--- config.mk ---
export PLATFORM = sky130hd
export DESIGN_NAME = rtc_access_sched
export DESIGN_NICKNAME = d
export VERILOG_FILES = /design/src/rtl/rtc_pkg.sv /design/src/rtl/rtc_access_sched_phase_timer.sv /design/src/rtl/rtc_access_sched.sv
export SDC_FILE = /design/constraint.sdc
export NUM_CORES = 1
export LEC_CHECK = 0
export ABC_AREA = 1
export ABC_CLOCK_PERIOD_IN_PS = 5410
export BUFFER_PORTS_ARGS = -buffer_cell sky130_fd_sc_hd__buf_2
export CAP_MARGIN = 25
export CORE_ASPECT_RATIO = 1.25
export CORE_MARGIN = 2
export CORE_UTILIZATION = 31
export CTS_BUF_LIST = sky130_fd_sc_hd__clkbuf_4 sky130_fd_sc_hd__clkbuf_8
export DETAILED_ROUTE_END_ITERATION = 10
export PLACE_DENSITY = 0.49
export SLEW_MARGIN = 25
export SYNTH_ARGS = -nofsm -noshare
export SYNTH_HDL_FRONTEND = slang
export SYNTH_SLANG_ARGS = --single-unit
--- constraint.sdc ---
create_clock -name clk -period 5.41 [get_ports clk]
set_clock_uncertainty 0.15 [all_clocks]
set_input_delay 1.623 -clock clk [delete_from_list [all_inputs] [get_ports clk]]
set_output_delay 1.623 -clock clk [all_outputs]
set_load 0.01 [all_outputs]
--- src/rtl/rtc_pkg.sv ---
// Shared definitions for the RTC bus scheduler: state encoding, register count and
// the RTC address table walked by every burst.
package rtc_pkg;

    localparam int unsigned N_REGS = 9;

    localparam int unsigned IDX_SEG  = 0;
    localparam int unsigned IDX_MIN  = 1;
    localparam int unsigned IDX_HORA = 2;
    localparam int unsigned IDX_DIA  = 3;
    localparam int unsigned IDX_MES  = 4;
    localparam int unsigned IDX_ANO  = 5;
    localparam int unsigned IDX_ST   = 6;
    localparam int unsigned IDX_MT   = 7;
    localparam int unsigned IDX_HT   = 8;

    localparam logic [3:0] IDX_LAST = 4'(N_REGS - 1);

    localparam logic [7:0] ADDR_TBL [N_REGS] = '{
        IDX_SEG:  8'h21,
        IDX_MIN:  8'h22,
        IDX_HORA: 8'h23,
        IDX_DIA:  8'h24,
        IDX_MES:  8'h25,
        IDX_ANO:  8'h26,
        IDX_ST:   8'h41,
        IDX_MT:   8'h42,
        IDX_HT:   8'h43
    };

    typedef enum logic [2:0] {
        StIdle,
        StAddrLo,
        StAddrRel,
        StDataLo,
        StDataRel
    } state_e;

endpackage

--- src/rtl/rtc_access_sched_phase_timer.sv ---
// Loadable down-counter; tc is high while the count sits at zero.
module rtc_phase_timer #(
    parameter int unsigned W = 4
) (
    input  logic         clk,
    input  logic         reset,
    input  logic         load,
    input  logic [W-1:0] load_val,
    output logic         tc
);

    logic [W-1:0] cnt_q;

    always_ff @(posedge clk) begin
        if (!reset) begin
            cnt_q <= '0;
        end else if (load) begin
            cnt_q <= load_val;
        end else if (cnt_q != '0) begin
            cnt_q <= cnt_q - W'(1);
        end
    end

    assign tc = (cnt_q == '0);

endmodule

--- src/rtl/rtc_access_sched.sv ---
// Sequences read-refresh and write-back bursts on the multiplexed RTC bus. Pin outputs are
// registered from the current state, so they trail the state register by one clock.
module rtc_access_sched
    import rtc_pkg::*;
#(
    parameter int unsigned T_PHASE = 10,
    parameter int unsigned T_GAP   = 4
) (
    input  logic        clk,
    input  logic        reset,
    input  logic        refresh_tick,
    input  logic        wr_req,
    input  logic [71:0] wr_data,
    output logic [71:0] rd_data,
    output logic        rd_valid,
    output logic        wr_done,
    output logic        busy,
    output logic        rtc_cs_n,
    output logic        rtc_rd_n,
    output logic        rtc_wr_n,
    output logic        rtc_ad,
    output logic        rtc_oe,
    output logic [7:0]  rtc_dout,
    input  logic [7:0]  rtc_din
);

    localparam int unsigned TMAX = (T_PHASE > T_GAP) ? T_PHASE : T_GAP;
    localparam int unsigned CW   = $clog2(TMAX + 1);
    localparam logic [CW-1:0] PH_LOAD  = CW'(T_PHASE - 1);
    localparam logic [CW-1:0] GAP_LOAD = CW'(T_GAP - 1);

    state_e state_q, state_d;
    logic [3:0] idx_q, idx_d;
    logic is_wr_q, is_wr_d;
    logic pend_rd_q, pend_rd_d;
    logic pend_wr_q, pend_wr_d;
    logic [N_REGS-1:0][7:0] wbuf_q, wbuf_d;
    logic [N_REGS-1:0][7:0] shadow_q, shadow_d;
    logic samp_q, samp_d;

    logic tmr_load, tmr_tc;
    logic [CW-1:0] tmr_val;

    logic busy_q, busy_d;
    logic rd_valid_q, rd_valid_d;
    logic wr_done_q, wr_done_d;
    logic [N_REGS-1:0][7:0] rd_data_q, rd_data_d;
    logic cs_n_q, cs_n_d, rd_n_q, rd_n_d, wr_n_q, wr_n_d;
    logic ad_q, ad_d, oe_q, oe_d;
    logic [7:0] dout_q, dout_d;
    logic burst_end;

    rtc_phase_timer #(.W(CW)) u_timer (
        .clk      (clk),
        .reset    (reset),
        .load     (tmr_load),
        .load_val (tmr_val),
        .tc       (tmr_tc)
    );

    // Acceptance waits for busy to drop, so a queued burst starts after the done pulse.
    always_comb begin
        state_d   = state_q;
        idx_d     = idx_q;
        is_wr_d   = is_wr_q;
        wbuf_d    = wbuf_q;
        pend_wr_d = pend_wr_q | wr_req;
        pend_rd_d = pend_rd_q | refresh_tick;
        tmr_load  = 1'b0;
        tmr_val   = PH_LOAD;
        unique case (state_q)
            StIdle: begin
                if (!busy_q && (pend_wr_d || pend_rd_d)) begin
                    state_d  = StAddrLo;
                    idx_d    = '0;
                    tmr_load = 1'b1;
                    tmr_val  = PH_LOAD;
                    if (pend_wr_d) begin
                        is_wr_d   = 1'b1;
                        wbuf_d    = wr_data;
                        pend_wr_d = 1'b0;
                    end else begin
                        is_wr_d   = 1'b0;
                        pend_rd_d = 1'b0;
                    end
                end
            end
            StAddrLo: begin
                if (tmr_tc) begin
                    state_d  = StAddrRel;
                    tmr_load = 1'b1;
                    tmr_val  = GAP_LOAD;
                end
            end
            StAddrRel: begin
                if (tmr_tc) begin
                    state_d  = StDataLo;
                    tmr_load = 1'b1;
                    tmr_val  = PH_LOAD;
                end
            end
            StDataLo: begin
                if (tmr_tc) begin
                    state_d  = StDataRel;
                    tmr_load = 1'b1;
                    tmr_val  = GAP_LOAD;
                end
            end
            StDataRel: begin
                if (tmr_tc) begin
                    if (idx_q == IDX_LAST) begin
                        state_d = StIdle;
                    end else begin
                        state_d  = StAddrLo;
                        idx_d    = idx_q + 4'd1;
                        tmr_load = 1'b1;
                        tmr_val  = PH_LOAD;
                    end
                end
            end
            default: state_d = StIdle;
        endcase
    end

    // samp_q marks the edge that closes the last visible read-strobe cycle.
    always_comb begin
        busy_d     = (state_q != StIdle);
        burst_end  = busy_q && (state_q == StIdle);
        rd_valid_d = burst_end && !is_wr_q;
        wr_done_d  = burst_end && is_wr_q;
        rd_data_d  = rd_valid_d ? shadow_q : rd_data_q;
        samp_d     = (state_q == StDataLo) && tmr_tc && !is_wr_q;
        shadow_d   = shadow_q;
        if (samp_q) begin
            shadow_d[idx_q] = rtc_din;
        end
        cs_n_d = 1'b1;
        rd_n_d = 1'b1;
        wr_n_d = 1'b1;
        ad_d   = ad_q;
        oe_d   = oe_q;
        dout_d = dout_q;
        unique case (state_q)
            StIdle: begin
                ad_d = 1'b0;
                oe_d = 1'b0;
            end
            StAddrLo: begin
                cs_n_d = 1'b0;
                wr_n_d = 1'b0;
                ad_d   = 1'b1;
                oe_d   = 1'b1;
                dout_d = ADDR_TBL[idx_q];
            end
            StDataLo: begin
                cs_n_d = 1'b0;
                ad_d   = 1'b0;
                if (is_wr_q) begin
                    wr_n_d = 1'b0;
                    oe_d   = 1'b1;
                    dout_d = wbuf_q[idx_q];
                end else begin
                    rd_n_d = 1'b0;
                    oe_d   = 1'b0;
                end
            end
            default: ;
        endcase
    end

    always_ff @(posedge clk) begin
        if (!reset) begin
            state_q   <= StIdle;
            idx_q     <= '0;
            is_wr_q   <= 1'b0;
            pend_rd_q <= 1'b0;
            pend_wr_q <= 1'b0;
            wbuf_q    <= '0;
            shadow_q  <= '0;
            samp_q    <= 1'b0;
        end else begin
            state_q   <= state_d;
            idx_q     <= idx_d;
            is_wr_q   <= is_wr_d;
            pend_rd_q <= pend_rd_d;
            pend_wr_q <= pend_wr_d;
            wbuf_q    <= wbuf_d;
            shadow_q  <= shadow_d;
            samp_q    <= samp_d;
        end
    end

    always_ff @(posedge clk) begin
        if (!reset) begin
            busy_q     <= 1'b0;
            rd_valid_q <= 1'b0;
            wr_done_q  <= 1'b0;
            rd_data_q  <= '0;
            cs_n_q     <= 1'b1;
            rd_n_q     <= 1'b1;
            wr_n_q     <= 1'b1;
            ad_q       <= 1'b0;
            oe_q       <= 1'b0;
            dout_q     <= '0;
        end else begin
            busy_q     <= busy_d;
            rd_valid_q <= rd_valid_d;
            wr_done_q  <= wr_done_d;
            rd_data_q  <= rd_data_d;
            cs_n_q     <= cs_n_d;
            rd_n_q     <= rd_n_d;
            wr_n_q     <= wr_n_d;
            ad_q       <= ad_d;
            oe_q       <= oe_d;
            dout_q     <= dout_d;
        end
    end

    assign busy     = busy_q;
    assign rd_valid = rd_valid_q;
    assign wr_done  = wr_done_q;
    assign rd_data  = rd_data_q;
    assign rtc_cs_n = cs_n_q;
    assign rtc_rd_n = rd_n_q;
    assign rtc_wr_n = wr_n_q;
    assign rtc_ad   = ad_q;
    assign rtc_oe   = oe_q;
    assign rtc_dout = dout_q;

endmodule

Word-level counts from Yosys, hierarchy flattened. Memories as Yosys holds them, arrays and structs flattened. Cells that the tools add are included.

$lt $le $gt $ge: 3. Reductions and logical operators: 28. Mux-type cells: 41. Eq/ne operators: 12. Bitwise logic cells: 3. $add $sub $neg: 2.

Operators with widths (number): $bwmux W72 (1); $mux W8 (5); $bmux W8 S4 (1); $demux W8 S4 (1); $mux W4 (7); $pmux W8 S2 (1); $mux W3 (5); $pmux W3 S5 (1); $mux W1 (14); $ne A2 B2 Y1 const B (7); $pmux W4 S2 (1); $reduce_bool A2 Y1 (4); $logic_and A1 B1 Y1 (7); $eq A3 B2 Y1 const B (2); $pmux W1 S3 (2); $reduce_and A2 Y1 (3); $reduce_bool A3 Y1 (2); $ge A5 B5 Y1 const B (1); $lt A4 B5 Y1 const B (1); $not A4 Y5 (1); $reduce_and A5 Y1 (1); $add A4 B1 Y4 const B (1); $eq A4 B4 Y1 const B (1); $ge A4 B1 Y1 const B (1); other kinds (14) (18).

Bits of input ports: 84. Bits in registers: 247. Output and inout bits: 88. Memories: 1. Bits in read-only memories: 128.

Memories: (no name shown) (words 16, bits a word 8, read ports 1, clocked after Yosys merged registers in 0, wr ports 0, line rtc_access_sched.sv:153) `dout_d = ADDR_TBL[idx_q];`.

Longest topological paths before layout.
Depth in word-level cells: 6. Mapped depth: 11. Depth with buffers taken out: 11.

Hierarchy. A second synthesis with hierarchy kept.

Cells, all modules: 1298. Area, all modules: 9664.3 sq um.

Modules (own cells, without submodules): rtc_access_sched (times used 1, cells each 1258, sequential area each 4864.7 sq um, area an instance 9416.5 sq um); rtc_phase_timer (times used 1, cells each 40, sequential area each 80.1 sq um, area an instance 247.7 sq um).

Worst setup path before layout. OpenSTA, ideal clock, no wires.

Path kind: in2reg. From: input wr_req. To: register u_timer.cnt_q[1]. Data arrival time: 2.485 ns. Path buffers: 0. Slack: 2.704 ns. Stages on the path: 9. Required time: 5.190 ns. Cells stage by stage: nor2_1 nand2_1 nand2_1 inv_1 nand2_1 nand2_1 nand2_1 nand2_1 a21oi_1.

Word-level cells in the longest chain between the ends: 6. Elaborated cells on any way between the ends: 7. Classes of those cells: mux: 3; bitwise: 1; reduce/logical: 3.

RTL lines: start: declaration (line rtc_access_sched.sv:12) `input logic wr_req,`; $or A1 B1 Y1 (*) (line rtc_access_sched.sv:67) `pend_wr_d = pend_wr_q | wr_req;`; $logic_or A1 B1 Y1 (*) (line rtc_access_sched.sv:73) `if (!busy_q && (pend_wr_d || pend_rd_d)) begin`; $logic_and A1 B1 Y1 (*) (line rtc_access_sched.sv:73); $mux W1 (*) (line rtc_access_sched.sv:73); $pmux W1 S3 (*) (line rtc_access_sched.sv:71) `unique case (state_q)`; $mux W4 or $reduce_bool A2 Y1 (tied branches); end signal: assignment (line rtc_access_sched_phase_timer.sv:18) `cnt_q <= load_val;`; end signal: assignment (line rtc_access_sched_phase_timer.sv:20) `cnt_q <= cnt_q - W'(1);`; end: declaration (line rtc_access_sched_phase_timer.sv:12) `logic [W-1:0] cnt_q;`.

Mark *: on every way between the ends. The rest lies on a longest branch, timed or not. A chain may end at the register's enable or synchronous reset.

Final worst setup path.
From: input wr_req. To: register wbuf_q[63] in the netlist's numbering.

Word-level cells in the longest chain between the ends: 4.

RTL lines: $or A1 B1 Y1 (*) (line rtc_access_sched.sv:67); $logic_or A1 B1 Y1 (line rtc_access_sched.sv:73); $logic_and A1 B1 Y1 (line rtc_access_sched.sv:73); $reduce_and A3 Y1 (no source line) (*); end signal: assignment (line rtc_access_sched.sv:187) `wbuf_q <= wbuf_d;`; end: declaration (line rtc_access_sched.sv:37) `logic [N_REGS-1:0][7:0] wbuf_q, wbuf_d;`.

Marks and branches as above.

==> results by group <==
Status
  – Status: complete, no violations

Setup path
  – Slowest cell delay on critical path: ~0.53 ns
  – Critical-path top delay cell: nor2_4
  – Crit. End Element: flop
  – Reg2reg setup slack: 2.55 ns
  – CP Data Arrival Time: around 3.4 ns
  – Worst Path Buf+Inv: 4
  – Critical path peak fanout: 46
  – CP Cell Sequence: buf_2 > nor2_1 > nor2_4 > inv_2 > buf_12 > buf_4 > o21ai_0 > a21oi_1
  – R2R Path End: shadow_q[51]$_SDFFE_PN0P_
  – CP top delay family: buffers and inverters
  – R2R depth: 8
  – FF-to-FF Start: idx_q[0]$_SDFFE_PN0P_
  – Critical Path RT: roughly 5.7 ns
  – Startpoint Class: primary input
  – Worst setup path class: in2reg

Hold path
  – Worst hold path stage count: 2
  – Worst Hold Class: reg2reg
  – Hold worst-path end: wbuf_q[35]$_SDFFE_PN0P_
  – Worst Hold Launch: wbuf_q[35]$_SDFFE_PN0P_

Clock network
  – CTS resizes: 0
  – CTS tree: built
  – CTS sink cnt: 247
  – Clock Tree Buf Depth: 3
  – CTS clk-pin slew, worst paths: approximately 0.060 ns
  – CTS Buf Count: between 40 and 50
  – Post-CTS Hold Buffers: 0
  – CTS Root Buffer Type: clkbuf_8
  – Number of H-tree levels: 2
  – # Post-CTS Setup Buffers: 0
  – Skew-Pair Late Insertion Delay: roughly 0.55 ns

Placement
  – Post-place setup slack: roughly 1.5 ns
  – DP Wirelength: about 18 mm
  – RD Place Congestion: 0.7484
  – IO Port Bufs: between 150 and 200

Final layout
  – Share of post-route cells with drive strength above 1: about a fifth
  – Area Growth Syn to Fin: 20.04%
  – Nets: approximately 1.6k
  – Final core utilization: 37.93%
  – # fillers: 3396

Power
  – Worst VDD drop: 0.0001854 V
  – Clock Power Share: a little over a third
  – Leakage: approximately 5.2 nW
  – Power Dens Cells: about 470 nW/um^2
  – Switching share of power: between 30% and 40%
  – Combinational share of power: about a quarter
  – Seq pwr share: about two fifths
  – Psw: 1.896 mW
  – Int Pwr: between 3 and 4 mW
  – Total power: approximately 5.5 mW

GRT
  – Overall Global Routing Usage: between 10% and 20%
  – Congestion Overflow GR: 0
  – Antenna violations before repair: 1
  – Global-route wire length before repair: 45.57 mm
  – Vias in the first global route: 8630
  – Largest net degree at the start of global routing: roughly 110

Yosys
  – Largest family of logic cells by synthesized area: simple AND/OR/NAND/NOR gates
  – Synth Cell Area: 9821 um^2
  – Multiplexer share of the synthesized area: 0%
  – Most numerous cell in the Yosys netlist: dfxtp_1
  – Synth Flop Type: dfxtp_1
  – Simple-gate area share of the yosys netlist: 25.98%
  – Flops & latches, synth: around 250
  – Post-synth EDFFs: 0
  – Sequential area share after synthesis: approximately half
  – Synth cell types: 29
  – Post-Synth Adder-Cell Area: less than 1%
  – Commonest cells post-synth: 247 x dfxtp_1, 232 x nor2_1, 226 x nand2_1, 147 x o21ai_0, 136 x a21oi_1
  – Leading area contributor after synthesis: dfxtp_1
  – Post-synthesis cell count: between 1k and 1.5k
  – Synth Area in Compound Gates: roughly 15%
  – Syn nets: around 1.4k
  – Mapped Avg Cell Area: between 7 and 8 um^2
  – Top cell type's share of synthesized area: 50.35%
  – Ys async rst share: 0%
  – XOR/XNOR share of the synthesized area: 0.1784%
  – Ys Warns: 0
  – Dominant cells by area after synthesis: dfxtp_1 50%, nor2_1 8.9%, nand2_1 8.6%

Routing
  – Routed vias: 8926
  – DRT Pass-1 Iters: 5
  – DRC: 0
  – DR iter-0 viols: 460
  – WL/cell: ~15 um
  – Via density: approximately 4.7
  – WL final: about 29 mm
  – Antenna Nets Post-Route: 0

Floorplanning
  – Ports: 172
  – Area of the die: between 30000 and 40000 um^2
  – # rows: a little over 70
  – Initial Util: 31.60%
  – Core area: slightly above 30000 um^2
  – Die width: ~160 um
  – DIE HEIGHT: approximately 200 um

STA
  – Crit share post-route: just under 60%
  – Tightest slew margin relative to the limit: 33.47%
  – F_max: about 320 MHz
  – Final setup viols: 0
  – Post-route minimum period: about 3.1 ns
  – Max Slew Vio Count: 0
  – Setup TNS Final: 0 ns
  – Final Hold Fails: 0
  – Setup WS post-layout: between 2 and 2.5 ns
  – RSZ-0062 raised after global routing: false
  – Worst Max-Slew Pin Slew: 0.9980 ns

Run
  – Max-Cap Viols: 0
cell usage in the layout, fill, tap and decap left out, types with 2 or more instances in the layout:
cell type,n
dfxtp_1,247
nor2_1,232
nand2_1,226
buf_2,170
o21ai_0,147
a21oi_1,136
nand3_1,129
inv_1,76
clkbuf_8,55
clkbuf_4,19
inv_2,9
buf_4,8
nor2_4,7
ha_1,6
o21ai_1,4
nor3_1,3
nand4_1,3
clkinv_2,3
nand2_2,2
nand2_4,2
nor4_1,2
bufinv_16,2
per-stage QoR:
step / hold slack (ns) / std cells / instance area (um^2)
2_1_floorplan: 0.2792 / 1320 / 9821
3_3_place_gp: 0.2890 / 1823 / 10780
3_5_place_dp: 0.2935 / 1823 / 10780
4_1_cts: 0.3026 / 1903 / 11770
5_1_grt: 0.3224 / 1905 / 11790
6_report: 0.3002 / 1905 / 11790
layer usage:
layer | vias to the layer above | track usage, % | wire, um
met5 | - | 0 | 0
met4 | 0 | 4.994 | 615
met3 | 47 | 3.412 | 1685
met2 | 235 | 29.55 | 13610
met1 | 4065 | 21.33 | 12780
li1 | 4579 | - | -
tightest hold or removal path, delay by kind of cell (launching register included):
family	cells	cell delay, ns
AOI/OAI and AO/OA	1	0.05
buffers and inverters	1	0.06
DFF	1	0.30
power by group through the flow:
stage,combinational [mW],clock [mW],sequential [mW]
2_1_floorplan,1.11,0,2.20
3_3_place_gp,1.41,0,2.22
3_5_place_dp,1.42,0,2.23
4_1_cts,1.42,1.97,2.19
5_1_grt,1.61,2.05,2.22
6_report,1.41,1.92,2.19
state kept, by name (all words and copies together) (netlist names), 3 cells and up:
| name | count |
|---|---|
| rtc_dout | 8 |
| idx_q | 4 |
| shadow_q | 72 |
| rd_data | 72 |
| wbuf_q | 72 |
| u_timer.cnt_q | 4 |
| state_q | 3 |
area by class of cell:
| class | instances | area, um^2 | share of cell area (%) |
|---|---|---|---|
| repair buffers | 179 | 930.9 | 7.896 |
| well taps | 407 | 509.2 | 4.320 |
| diodes | 1 | 2.502 | 0.02123 |
| clock buffers | 74 | 899.6 | 7.631 |
| clock inverters | 6 | 83.83 | 0.7111 |
| flip-flops and latches | 247 | 4945 | 41.94 |
| inverters | 86 | 322.8 | 2.738 |
| multi-input cells | 905 | 4095 | 34.74 |
worst max path at each step:
stage | startpoint | slack, ns | endpoint | cells after the start
floorplan | wr_req | 2.70 | u_timer.cnt_q[1]$_SDFFE_PN0P_ | 9
global placement | wr_req | 1.55 | wbuf_q[44]$_SDFFE_PN0P_ | 7
detailed placement | wr_req | 1.50 | wbuf_q[27]$_SDFFE_PN0P_ | 7
CTS | wr_req | 2.07 | wbuf_q[27]$_SDFFE_PN0P_ | 7
global route | wr_req | 2.12 | wbuf_q[55]$_SDFFE_PN0P_ | 8
finish | wr_req | 2.28 | wbuf_q[63]$_SDFFE_PN0P_ | 8
kinds of logic (layout without fill, tap and decap cells):
logic type | Yosys count | after routing
other cells | 0 | 1
flops | 247 | 247
fa+ha+maj | 6 | 6
simple gates | 608 | 608
compound gates | 289 | 289
xor+xnor | 2 | 2
buf+inv | 168 | 345
Power figures use the tool's default switching activity.
